## config.mk

```make
export PLATFORM = sky130hd
export DESIGN_NAME = regfile_wr_arbiter
export DESIGN_NICKNAME = d
export VERILOG_FILES = /design/src/rtl/regfile_wr_arbiter_pkg.sv /design/src/rtl/regfile_wr_arbiter_sync_fifo.sv /design/src/rtl/regfile_wr_arbiter.sv
export SDC_FILE = /design/constraint.sdc
export NUM_CORES = 1
export LEC_CHECK = 0
export BUFFER_PORTS_ARGS = -buffer_cell sky130_fd_sc_hd__buf_4
export CORE_UTILIZATION = 54
export CTS_CLUSTER_SIZE = 24
export DETAILED_ROUTE_END_ITERATION = 6
export PLACE_DENSITY = 0.8
export SYNTH_ARGS = -nofsm -noshare
export SYNTH_HDL_FRONTEND = slang
export SYNTH_SLANG_ARGS = --single-unit
```

## constraint.sdc

```tcl
create_clock -name clk -period 2.2 [get_ports clk]
set_input_delay 0.33 -clock clk [delete_from_list [all_inputs] [get_ports clk]]
set_output_delay 0.33 -clock clk [all_outputs]
set_load 0.1 [all_outputs]
```

## src/rtl/regfile_wr_arbiter_pkg.sv

```systemverilog
// Shared register-write constants and grant-source encoding for the arbiter,
// the hazard unit and the verification bench.
package regfile_wr_arbiter_pkg;

  localparam int WORD_SIZE = 16;
  localparam int NUM_REGS  = 4;
  localparam int REG_IDX_W = $clog2(NUM_REGS);

  typedef logic [REG_IDX_W-1:0] reg_idx_t;
  typedef logic [WORD_SIZE-1:0] word_t;

  typedef enum logic [1:0] {
    GNT_NONE = 2'd0,
    GNT_WB   = 2'd1,
    GNT_AUX  = 2'd2
  } gnt_src_e;

  typedef struct packed {
    reg_idx_t dest;
    word_t    data;
  } rf_wr_t;

  function automatic logic [NUM_REGS-1:0] reg_onehot(input reg_idx_t idx);
    logic [NUM_REGS-1:0] oh;
    oh      = '0;
    oh[idx] = 1'b1;
    return oh;
  endfunction

endpackage

```

## src/rtl/regfile_wr_arbiter_sync_fifo.sv

```systemverilog
// Generic synchronous FIFO, head visible combinationally; 1-cycle write-to-read.
// Caller must not push when full or pop when empty; count exposes occupancy.
module sync_fifo #(
  parameter int WIDTH = 8,
  parameter int DEPTH = 2,
  parameter int PTR_W = $clog2(DEPTH),
  parameter int CNT_W = $clog2(DEPTH + 1)
) (
  input  logic             clk,
  input  logic             reset_n,
  input  logic             push_vld,
  input  logic [WIDTH-1:0] push_dat,
  input  logic             pop,
  output logic [WIDTH-1:0] head_dat,
  output logic [CNT_W-1:0] count
);

  logic [WIDTH-1:0] mem [DEPTH];
  logic [PTR_W-1:0] rd_ptr;
  logic [PTR_W-1:0] wr_ptr;

  assign head_dat = mem[rd_ptr];

  always_ff @(posedge clk or negedge reset_n) begin
    if (!reset_n) begin
      for (int i = 0; i < DEPTH; i++) begin
        mem[i] <= '0;
      end
    end else if (push_vld) begin
      mem[wr_ptr] <= push_dat;
    end
  end

  // DEPTH is a power of two, so pointer wrap is the natural overflow.
  always_ff @(posedge clk or negedge reset_n) begin
    if (!reset_n) begin
      rd_ptr <= '0;
      wr_ptr <= '0;
      count  <= '0;
    end else begin
      if (push_vld) wr_ptr <= wr_ptr + 1'b1;
      if (pop)      rd_ptr <= rd_ptr + 1'b1;
      case ({push_vld, pop})
        2'b10:   count <= count + 1'b1;
        2'b01:   count <= count - 1'b1;
        default: count <= count;
      endcase
    end
  end

endmodule

```

## src/rtl/regfile_wr_arbiter.sv

```systemverilog
// Register-file write-port arbiter: WB zero-latency priority, AUX queued (>=1 cycle),
// starvation stall on WB; aux_ready drops when the queue is full, no pass-through.
module regfile_wr_arbiter #(
  parameter int WORD_SIZE    = regfile_wr_arbiter_pkg::WORD_SIZE,
  parameter int NUM_REGS     = regfile_wr_arbiter_pkg::NUM_REGS,
  parameter int AUX_DEPTH    = 2,
  parameter int STARVE_LIMIT = 4,
  parameter int REG_W        = $clog2(NUM_REGS)
) (
  input  logic                 clk,
  input  logic                 reset_n,
  input  logic                 wb_valid,
  input  logic [REG_W-1:0]     wb_dest,
  input  logic [WORD_SIZE-1:0] wb_data,
  output logic                 wb_stall,
  input  logic                 aux_valid,
  output logic                 aux_ready,
  input  logic [REG_W-1:0]     aux_dest,
  input  logic [WORD_SIZE-1:0] aux_data,
  output logic                 rf_reg_write,
  output logic [REG_W-1:0]     rf_dest,
  output logic [WORD_SIZE-1:0] rf_write_data,
  output logic [NUM_REGS-1:0]  pending_mask,
  output logic                 collision_err
);

  import regfile_wr_arbiter_pkg::*;

  localparam int CNT_W  = $clog2(AUX_DEPTH + 1);
  localparam int AGE_W  = $clog2(STARVE_LIMIT + 1);
  localparam int FIFO_W = REG_W + WORD_SIZE;

  logic [CNT_W-1:0]     count;
  logic [FIFO_W-1:0]    head_dat;
  logic [REG_W-1:0]     head_dest;
  logic [WORD_SIZE-1:0] head_data;
  logic                 aux_push;
  logic                 aux_pop;
  logic                 head_vld;
  logic [AGE_W-1:0]     age;
  logic [AGE_W-1:0]     age_nxt;
  logic [CNT_W-1:0]     pend_cnt [NUM_REGS];
  gnt_src_e             gnt_src;

  assign head_vld  = (count != '0);
  assign head_dest = head_dat[FIFO_W-1:WORD_SIZE];
  assign head_data = head_dat[WORD_SIZE-1:0];

  assign aux_ready = (count < CNT_W'(AUX_DEPTH));
  assign aux_push  = aux_valid && aux_ready;
  assign wb_stall  = head_vld && (age >= AGE_W'(STARVE_LIMIT));
  assign aux_pop   = (gnt_src == GNT_AUX);

  sync_fifo #(
    .WIDTH (FIFO_W),
    .DEPTH (AUX_DEPTH)
  ) u_aux_fifo (
    .clk      (clk),
    .reset_n  (reset_n),
    .push_vld (aux_push),
    .push_dat ({aux_dest, aux_data}),
    .pop      (aux_pop),
    .head_dat (head_dat),
    .count    (count)
  );

  always_comb begin
    gnt_src       = GNT_NONE;
    rf_reg_write  = 1'b0;
    rf_dest       = '0;
    rf_write_data = '0;
    if (wb_stall) begin
      gnt_src = GNT_AUX;
    end else if (wb_valid) begin
      gnt_src = GNT_WB;
    end else if (head_vld) begin
      gnt_src = GNT_AUX;
    end
    case (gnt_src)
      GNT_WB: begin
        rf_reg_write  = 1'b1;
        rf_dest       = wb_dest;
        rf_write_data = wb_data;
      end
      GNT_AUX: begin
        rf_reg_write  = 1'b1;
        rf_dest       = head_dest;
        rf_write_data = head_data;
      end
      default: ;
    endcase
  end

  // Age only counts cycles the head waits; any drain restarts it so WB
  // regains a full window of priority before the next forced slot.
  always_comb begin
    age_nxt = age;
    if (aux_pop || !head_vld) begin
      age_nxt = '0;
    end else if (age < AGE_W'(STARVE_LIMIT)) begin
      age_nxt = age + 1'b1;
    end
  end

  always_ff @(posedge clk or negedge reset_n) begin
    if (!reset_n) begin
      age <= '0;
    end else begin
      age <= age_nxt;
    end
  end

  // Per-register occupancy counts keep the mask exact with repeated dests.
  always_ff @(posedge clk or negedge reset_n) begin
    if (!reset_n) begin
      for (int r = 0; r < NUM_REGS; r++) begin
        pend_cnt[r] <= '0;
      end
    end else begin
      for (int r = 0; r < NUM_REGS; r++) begin
        case ({aux_push && (aux_dest == REG_W'(r)), aux_pop && (head_dest == REG_W'(r))})
          2'b10:   pend_cnt[r] <= pend_cnt[r] + 1'b1;
          2'b01:   pend_cnt[r] <= pend_cnt[r] - 1'b1;
          default: pend_cnt[r] <= pend_cnt[r];
        endcase
      end
    end
  end

  always_comb begin
    pending_mask = '0;
    for (int r = 0; r < NUM_REGS; r++) begin
      pending_mask[r] = (pend_cnt[r] != '0);
    end
  end

  always_ff @(posedge clk or negedge reset_n) begin
    if (!reset_n) begin
      collision_err <= 1'b0;
    end else if ((gnt_src == GNT_WB) && pending_mask[wb_dest]) begin
      collision_err <= 1'b1;
    end
  end

endmodule

```

==> metrics.cfg, run 1 <==
[yosys]
ys_seq_elements = 52
synth_cell_types = 31
synth_edf_count = 0
synthCells = 227
yosysTopAreaCellShare = 0.465
ys.flop_type = dfrtp_1
yosys_warnings = 0
synth.avg_cell_area_sq_um = 12.3
syn-cell-area_sq_um = 2800
synth_fp_nets = 276
async_flop_share = 1.00
yosysTopAreaCell = dfrtp_1
ys_top_cells_by_area = dfrtp_1 46%, mux2_2 14%, mux2_4 11%, a22oi_1 4.8%, nor2_1 4.2%
synth-seq-area-share = 0.465

[global_route]
grt_util_met2 = 0.421
grt_use_met3 = 0.0474
first_global_vias = 2091
use_met1 = 0.328
grt_pass1_wl_microns = 10200
top_usage_layer = met2
track_usage = 0.249
antenna_found_initial = 0
overflow = 0
grt_max_degree = 53

[sta]
rsz0062_at_grt = true
finalSetupViolations = 0
fmax_mhz = 461
period_share = 0.987
min_period_ns = 2.17
hold_viol = 0
clock_skew_ns = 0.00641
tightest_slew_ns = 0.647
slew_headroom = 0.569
tns_ns = 0
drv_slew = 0

[hold_path]
worstHoldPathType = in2async

[drt]
drc_errors = 0
dr.pass1.iters = 4
ant_nets = 0
wl_per_cell_microns = 17.7
vias = 2040
drt-initial-drc-count = 121
viasPerCell = 5.50
drt-total-wl_microns = 6580

[floorplanning]
die_x_microns = 74.0
fp-row-count = 25
die_area_sq_um = 5480
start_util = 0.577
ioPinCount = 66
die_h_microns = 74.0
coreArea_sq_um = 4850

[clock_network]
root_buffer = clkbuf_8
clk_latency_ns = 0.30
cts_tree = done
cts_buffers = 5
postCtsHoldBufs = 0
clockBufferDepth = 2
cts-htree-levels = 2
cts_num_sinks = 52
path_clk_slew_ns = 0.09

[placement]
placed_area_sq_um = 3490
portBuffers = 65
hpwl_microns = 4140
gp_congestion = 0.862

[layout]
fill_cells = 258
final_cell_mix = 55 x buf_4, 51 x dfrtp_1, 34 x mux2_2
mostFrequentLayoutCell = buf_4
n_antenna_cell = 0
drive_gt1_frac = 0.635
nNetsFinal = 353
final_design_area_no_fill_sq_um = 4010
synthToLayoutAreaGrowth_pct = 43.3

[critical_path]
setup.worst_path.class = reg2out
r2r_cells = 7
cp-start-kind = flip-flop
worstPathArrival_ns = 1.84
endpoint_kind = output pin
regToRegSetupSlack_ns = 0.24
r2r-start = u_aux_fifo.count[1]
worstPathMaxFanout = 9
regToRegEndpoint = pend_cnt[7]
critical_path_required_ns = 1.87

[job]
drv_cap = 0

[status]
outcome = completed

timing repair:
item / in CTS / in global routing
gates resized for setup: 75 / 20
gates cloned: 0 / 0
pin swaps: 2 / 20
buffers inserted: 2 / 2
endpoints found under the setup margin: 19 / 19
metrics by stage:
step,worst slack [ns],util,hold WS [ns],std cells
global route,-0.0294,0.827,0.102,371
detailed placement,0.129,0.721,0.401,360
CTS,-0.0466,0.807,0.0718,369
global placement,0.173,0.721,0.395,360
finish,0.0287,0.827,0.0443,371
floorplan,-0.128,-,0.0344,227
routing by layer:
metal,vias up,part of all wire
met1,1006,0.42
met5,-,0
met4,0,0.021
met2,68,0.52
li1,949,-
met3,17,0.047
registers in the layout, indices dropped and copies added (netlist names):
| signal | count |
|---|---|
| age | 3 |
| u_aux_fifo.wr_ptr | 1 |
| u_aux_fifo.rd_ptr | 1 |
| u_aux_fifo.count | 2 |
| collision_err | 1 |
| u_aux_fifo.mem | 36 |
| pend_cnt | 8 |
cell families after synthesis:
logic type	after synthesis	share of synthesized area
flops	52	0.465
mux	56	0.251
simple gates	52	0.0952
compound gates	21	0.0554
fa+ha+maj	9	0.0402
buf+inv	19	0.0367
xor+xnor	18	0.0563
critical path: stages, from the launching register on:
cell and delay, ns:
dfrtp_1 0.43, o21ai_2 0.20, nand2_2 0.11, inv_2 0.08
ha_4 0.21, buf_8 0.17, nor2_4 0.16, buf_12 0.19
worst max path at each step:
stage,from,end,cells after the start
final,u_aux_fifo.count[0],rf_write_data[12],7
after global routing,u_aux_fifo.count[0],rf_write_data[2],8
after CTS,u_aux_fifo.count[1],rf_write_data[13],7
after detailed placement,u_aux_fifo.count[0],rf_write_data[13],8
after global placement,wb_valid,rf_write_data[1],9
after floorplan,u_aux_fifo.count[1],rf_write_data[0],6
cells in the mapped netlist (2+ instances only):
cell type   n
nor4b_1     2
dfrtp_1    52
xnor2_1    12
inv_1       8
ha_1        9
clkbuf_1    3
nor2_1     31
or2_2       3
nand2_1     3
mux2_4     20
mux2i_1     2
buf_2       4
mux2_2     34
xor2_1      6
nor3_1      4
a22oi_1    18
nand3_1     2
cell type report:
| cell class | count | area (sq um) | area share |
|---|---|---|---|
| repair buffers | 80 | 858 | 0.214 |
| multi-input cells | 156 | 1650 | 0.411 |
| flip-flops and latches | 52 | 1300 | 0.325 |
| clock inverters | 1 | 5.00 | 0.00125 |
| inverters | 9 | 40.0 | 0.00998 |
| well taps | 67 | 83.8 | 0.0209 |
| clock buffers | 6 | 72.6 | 0.0181 |
Power of run 1 is left out: the tool's default activity adds up to more than one toggle a clock period on the data nets, which glitch-free logic cannot reach.
==> run 2, diff against run 1 <==
CORE_UTILIZATION = 53   (was 54)
CTS_CLUSTER_SIZE = default   (was 24)
PLACE_DENSITY = 0.79   (was 0.8)
SYNTH_HIERARCHICAL = 1   (was default)
==> metrics.cfg, run 2 <==
[clock_network]
clk_latency_ns = 0.31
cts_num_sinks = 52
cts_buffers = 5
cts_tree = done
clockBufferDepth = 2
postCtsHoldBufs = 0
root_buffer = clkbuf_8
cts-htree-levels = 2
path_clk_slew_ns = 0.09

[floorplanning]
fp-row-count = 25
coreArea_sq_um = 4820
die_area_sq_um = 5380
die_h_microns = 73.3
ioPinCount = 66
die_x_microns = 73.3
start_util = 0.560

[global_route]
grt_max_degree = 53
grt_pass1_wl_microns = 11100
overflow = 0
antenna_found_initial = 0
first_global_vias = 2212
track_usage = 0.288

[yosys]
synth.avg_cell_area_sq_um = 12.1
yosys.area_share.xor_xnor = 0.0585
synth_edf_count = 0
async_flop_share = 1.00
ys_top_cells_by_area = dfrtp_1 48%, mux2_2 23%, a22oi_1 5.0%, ha_1 4.2%, nor2_1 3.8%
ys_seq_elements = 52
synth_fp_nets = 272
yosysTopAreaCell = dfrtp_1
yosysMostFrequentCell = mux2_2
synth_cell_types = 28
yosys-top-cells-count = 54 x mux2_2, 52 x dfrtp_1, 27 x nor2_1, 18 x a22oi_1, 10 x xnor2_1
yosys_warnings = 6
synth_compound_area_frac = 0.0575
synthCells = 223
synth_top_family_by_area = multiplexers
synth-seq-area-share = 0.483
syn-cell-area_sq_um = 2700
synth-adder-area-share = 0.0418
yosysTopAreaCellShare = 0.483
muxShareOfSynthArea = 0.229
ys.flop_type = dfrtp_1
synthSimpleGateAreaFrac = 0.0961

[layout]
n_antenna_cell = 0
drive_gt1_frac = 0.653
seqCellArea_sq_um = 1300
largest-register = u_aux_fifo/mem
final_cell_mix = 59 x buf_4, 54 x mux2_2, 50 x dfrtp_1
synthToLayoutAreaGrowth_pct = 51.6
fill_cells = 267
top_regs = u_aux_fifo/mem x36, pend_cnt x8, age x3
postLayoutCoreUtil = 0.848
nNetsFinal = 356
mostFrequentLayoutCell = buf_4
multi_input_area_sq_um = 1590
largest_register_ffs = 36

[drt]
drt-total-wl_microns = 7100
drc_errors = 0
viasPerCell = 5.51
ant_nets = 0
wl_per_cell_microns = 18.9
dr.pass1.iters = 4
vias = 2068
drt-initial-drc-count = 96

[critical_path]
startpoint = u_aux_fifo/count[0]
regToRegEndpoint = pend_cnt[5]
cp-start-kind = flip-flop
setup.worst_path.class = reg2out
critical_path_required_ns = 1.87
r2r_cells = 9
worstPathArrival_ns = 1.93
critPathCapture = rf_write_data[12]
r2r-start = u_aux_fifo/count[0]
endpoint_kind = output pin
regToRegSetupSlack_ns = 0.06
worstPathMaxFanout = 10

[hold_path]
worstHoldPathType = in2async

[sta]
min_period_ns = 2.26
tightest_slew_ns = 0.645
slew_headroom = 0.570
fin_ws_ns = -0.0584
fmax_mhz = 443
clock_skew_ns = 0.0117
period_share = 1.03
drv_slew = 0
finalSetupViolations = 18
hold_viol = 0
rsz0062_at_grt = true

[status]
outcome = finished, violations left
violations = negative setup slack

[placement]
portBuffers = 65
hpwl_microns = 4040
gp_congestion = 0.804

[job]
drv_cap = 0

run 2: cell types whose count changed in the layout (fill, tap and decap cells not counted), sizes merged, moves of 2 or more:
cell   change
buf        +7
xnor2      -2
xor2       +2
nor2       -4
run 2: worst min-delay path by stage:
stage / slack, ns / cells after the start / start / endpoint
6_report: 0.03 / 1 / reset_n / u_aux_fifo/wr_ptr
5_1_grt: 0.09 / 1 / reset_n / u_aux_fifo/count[1]
4_1_cts: 0.06 / 1 / reset_n / age[1]
3_5_place_dp: 0.40 / 1 / reset_n / age[1]
3_3_place_gp: 0.40 / 1 / reset_n / age[1]
2_1_floorplan: 0.03 / 0 / reset_n / age[0]
run 2: area by class of cell:
type	count	area share
well taps	67	0.0205
inverters	8	0.00827
clock buffers	6	0.0178
flip-flops and latches	52	0.319
clock inverters	2	0.00857
repair buffers	87	0.237
multi-input cells	153	0.389
run 2: cells by family after synthesis:
family,count (synthesis)
DFF,52
buffers and inverters,18
xor gates and xnor gates,18
adders and majority gates,9
AOI/OAI and AO/OA,21
muxes,55
and+or+nand+nor,50
run 2: critical path, cell delays in order, from the launching register on:
cell     delay, ns
dfrtp_1       0.43
buf_6         0.14
o22ai_4       0.16
inv_2         0.08
ha_4          0.19
buf_12        0.15
a22oi_2       0.25
nor2_4        0.05
buf_12        0.16
run 2: stage by stage:
step	std cells	TNS, ns	setup WS, ns	hold WS [ns]	instance area (sq um)
after floorplan	223	-1.08	-0.131	0.0344	2800
after global placement	354	0	0.179	0.401	3380
after detailed placement	354	0	0.0989	0.399	3380
after CTS	374	-0.0259	-0.0172	0.0604	4060
after global routing	375	-1.62	-0.120	0.0893	4090
final	375	-0.580	-0.0584	0.0273	4090
run 2: what timing repair did:
action	CTS	global route
setup buffers	9	1
endpoints found under the setup margin	19	22
gates resized for setup	104	4
pin swaps	6	7
gates cloned	3	0
run 2: routing by layer:
metal	vias up	GRT usage	wire, microns	part of all wire
li1	952	-	-	-
met4	0	0.0983	153	0.022
met5	-	0	0	0
met1	1053	0.346	2870	0.40
met2	51	0.521	3850	0.54
met3	12	0.0508	229	0.032
Power of run 2 is left out for the same reason.
==> run 3, diff against run 2 <==
RECOVER_POWER = 50   (was default)
==> metrics.cfg, run 3 (synthesis gave the netlist of run 2 again) <==
[critical_path]
worstPathMaxFanout = 10
regToRegSetupSlack_ns = 0.02
critPathCapture = rf_write_data[11]
endpoint_kind = output pin
startpoint = u_aux_fifo/count[0]
cpPeakStageDelay_ns = 0.43
critical_path_required_ns = 1.87
cp-start-kind = flip-flop
worstPathArrival_ns = 1.93
r2r-start = u_aux_fifo/count[1]
cp.buffers_inverters = 4
crit_family = buffers and inverters
path_depth = 8
crit_chain = buf_6, o22ai_4, inv_2, ha_4, buf_16, a22oi_2, nor2_4, buf_12
regToRegEndpoint = pend_cnt[7]
crit_path_top_delay_cell = dfrtp_1
setup.worst_path.class = reg2out
r2r_cells = 6

[job]
drv_cap = 0

[clock_network]
cts-htree-levels = 2
postCtsHoldBufs = 0
cts_buffers = 5
clk_latency_ns = 0.31
cts_tree = done
clockBufferDepth = 2
cts_num_sinks = 52
root_buffer = clkbuf_8
path_clk_slew_ns = 0.09

[placement]
hpwl_microns = 4040
dp_slack_ns = 0.0989
portBuffers = 65
gp_congestion = 0.804
dp_cells = 354

[drt]
ant_nets = 0
wl_per_cell_microns = 19.0
drt-total-wl_microns = 7130
viasPerCell = 5.49
wl_met1_microns = 2890
drc_errors = 0
drt-initial-drc-count = 89
vias = 2059
route.met2.wl_microns = 3840
wl_met3_microns = 220
dr.pass1.iters = 4
highest_layer = met4

[hold_path]
worstHoldPathType = in2reg
whs_path_depth = 2

[floorplanning]
die_x_microns = 73.3
start_util = 0.560
coreArea_sq_um = 4820
ioPinCount = 66
fp-row-count = 25
die_area_sq_um = 5380
die_h_microns = 73.3

[sta]
tightest_slew_ns = 1.26
tns_ns = -0.589
whs_ns = 0.253
slew_headroom = 0.160
clock_skew_ns = 0.00964
drv_slew = 0
finalSetupViolations = 18
fin_ws_ns = -0.0601
min_period_ns = 2.26
fmax_mhz = 442
period_share = 1.03
rsz0062_at_grt = true
hold_viol = 0

[layout]
mostFrequentLayoutCell = buf_4
largest_register_ffs = 36
largest-register = u_aux_fifo/mem
fin_cells = 375
n_antenna_cell = 0
synthToLayoutAreaGrowth_pct = 51.1
drive_gt1_frac = 0.649
top_regs = u_aux_fifo/mem x36, pend_cnt x8, age x3
nNetsFinal = 356
final_cell_mix = 57 x buf_4, 54 x mux2_2, 50 x dfrtp_1

[global_route]
grt_max_degree = 53
grt_pass1_wl_microns = 11100
overflow = 0
track_usage = 0.288
first_global_vias = 2212
antenna_found_initial = 0

[status]
outcome = finished, violations left
violations = negative setup slack

-- run 3: timing repair --
action	in CTS	in global routing
gates resized for setup	104	4
gates cloned	3	0
endpoints found under the setup margin	19	22
buffers inserted	9	1
pin swaps	6	7
-- run 3: cell type report --
type / count / area (sq um)
inverter: 8 / 33.8
timing repair buffer: 87 / 965
clock inverter: 2 / 35.0
fill: 271 / 743
tap: 67 / 83.8
clock buffer: 6 / 72.6
sequential: 52 / 1300
multi-input combinational: 153 / 1580
-- run 3: stage by stage --
| step | util | cell area (sq um) |
|---|---|---|
| floorplan | - | 2800 |
| global placement | 0.703 | 3380 |
| detailed placement | 0.703 | 3380 |
| CTS | 0.843 | 4060 |
| global route | 0.846 | 4070 |
| finish | 0.846 | 4070 |
-- run 3: metal layers --
layer,vias to the layer above,GRT usage
met2,44,0.521
met4,0,0.0983
met5,-,0
met3,14,0.0508
met1,1048,0.346
li1,953,-
-- run 3: worst min-delay path by stage --
stage | start | end
floorplan | reset_n | age[0]
finish | aux_data[2] | u_aux_fifo/mem[2]
CTS | reset_n | age[1]
global route | aux_data[2] | u_aux_fifo/mem[2]
detailed placement | reset_n | age[1]
global placement | reset_n | age[1]
Power of run 3 is left out for the same reason.
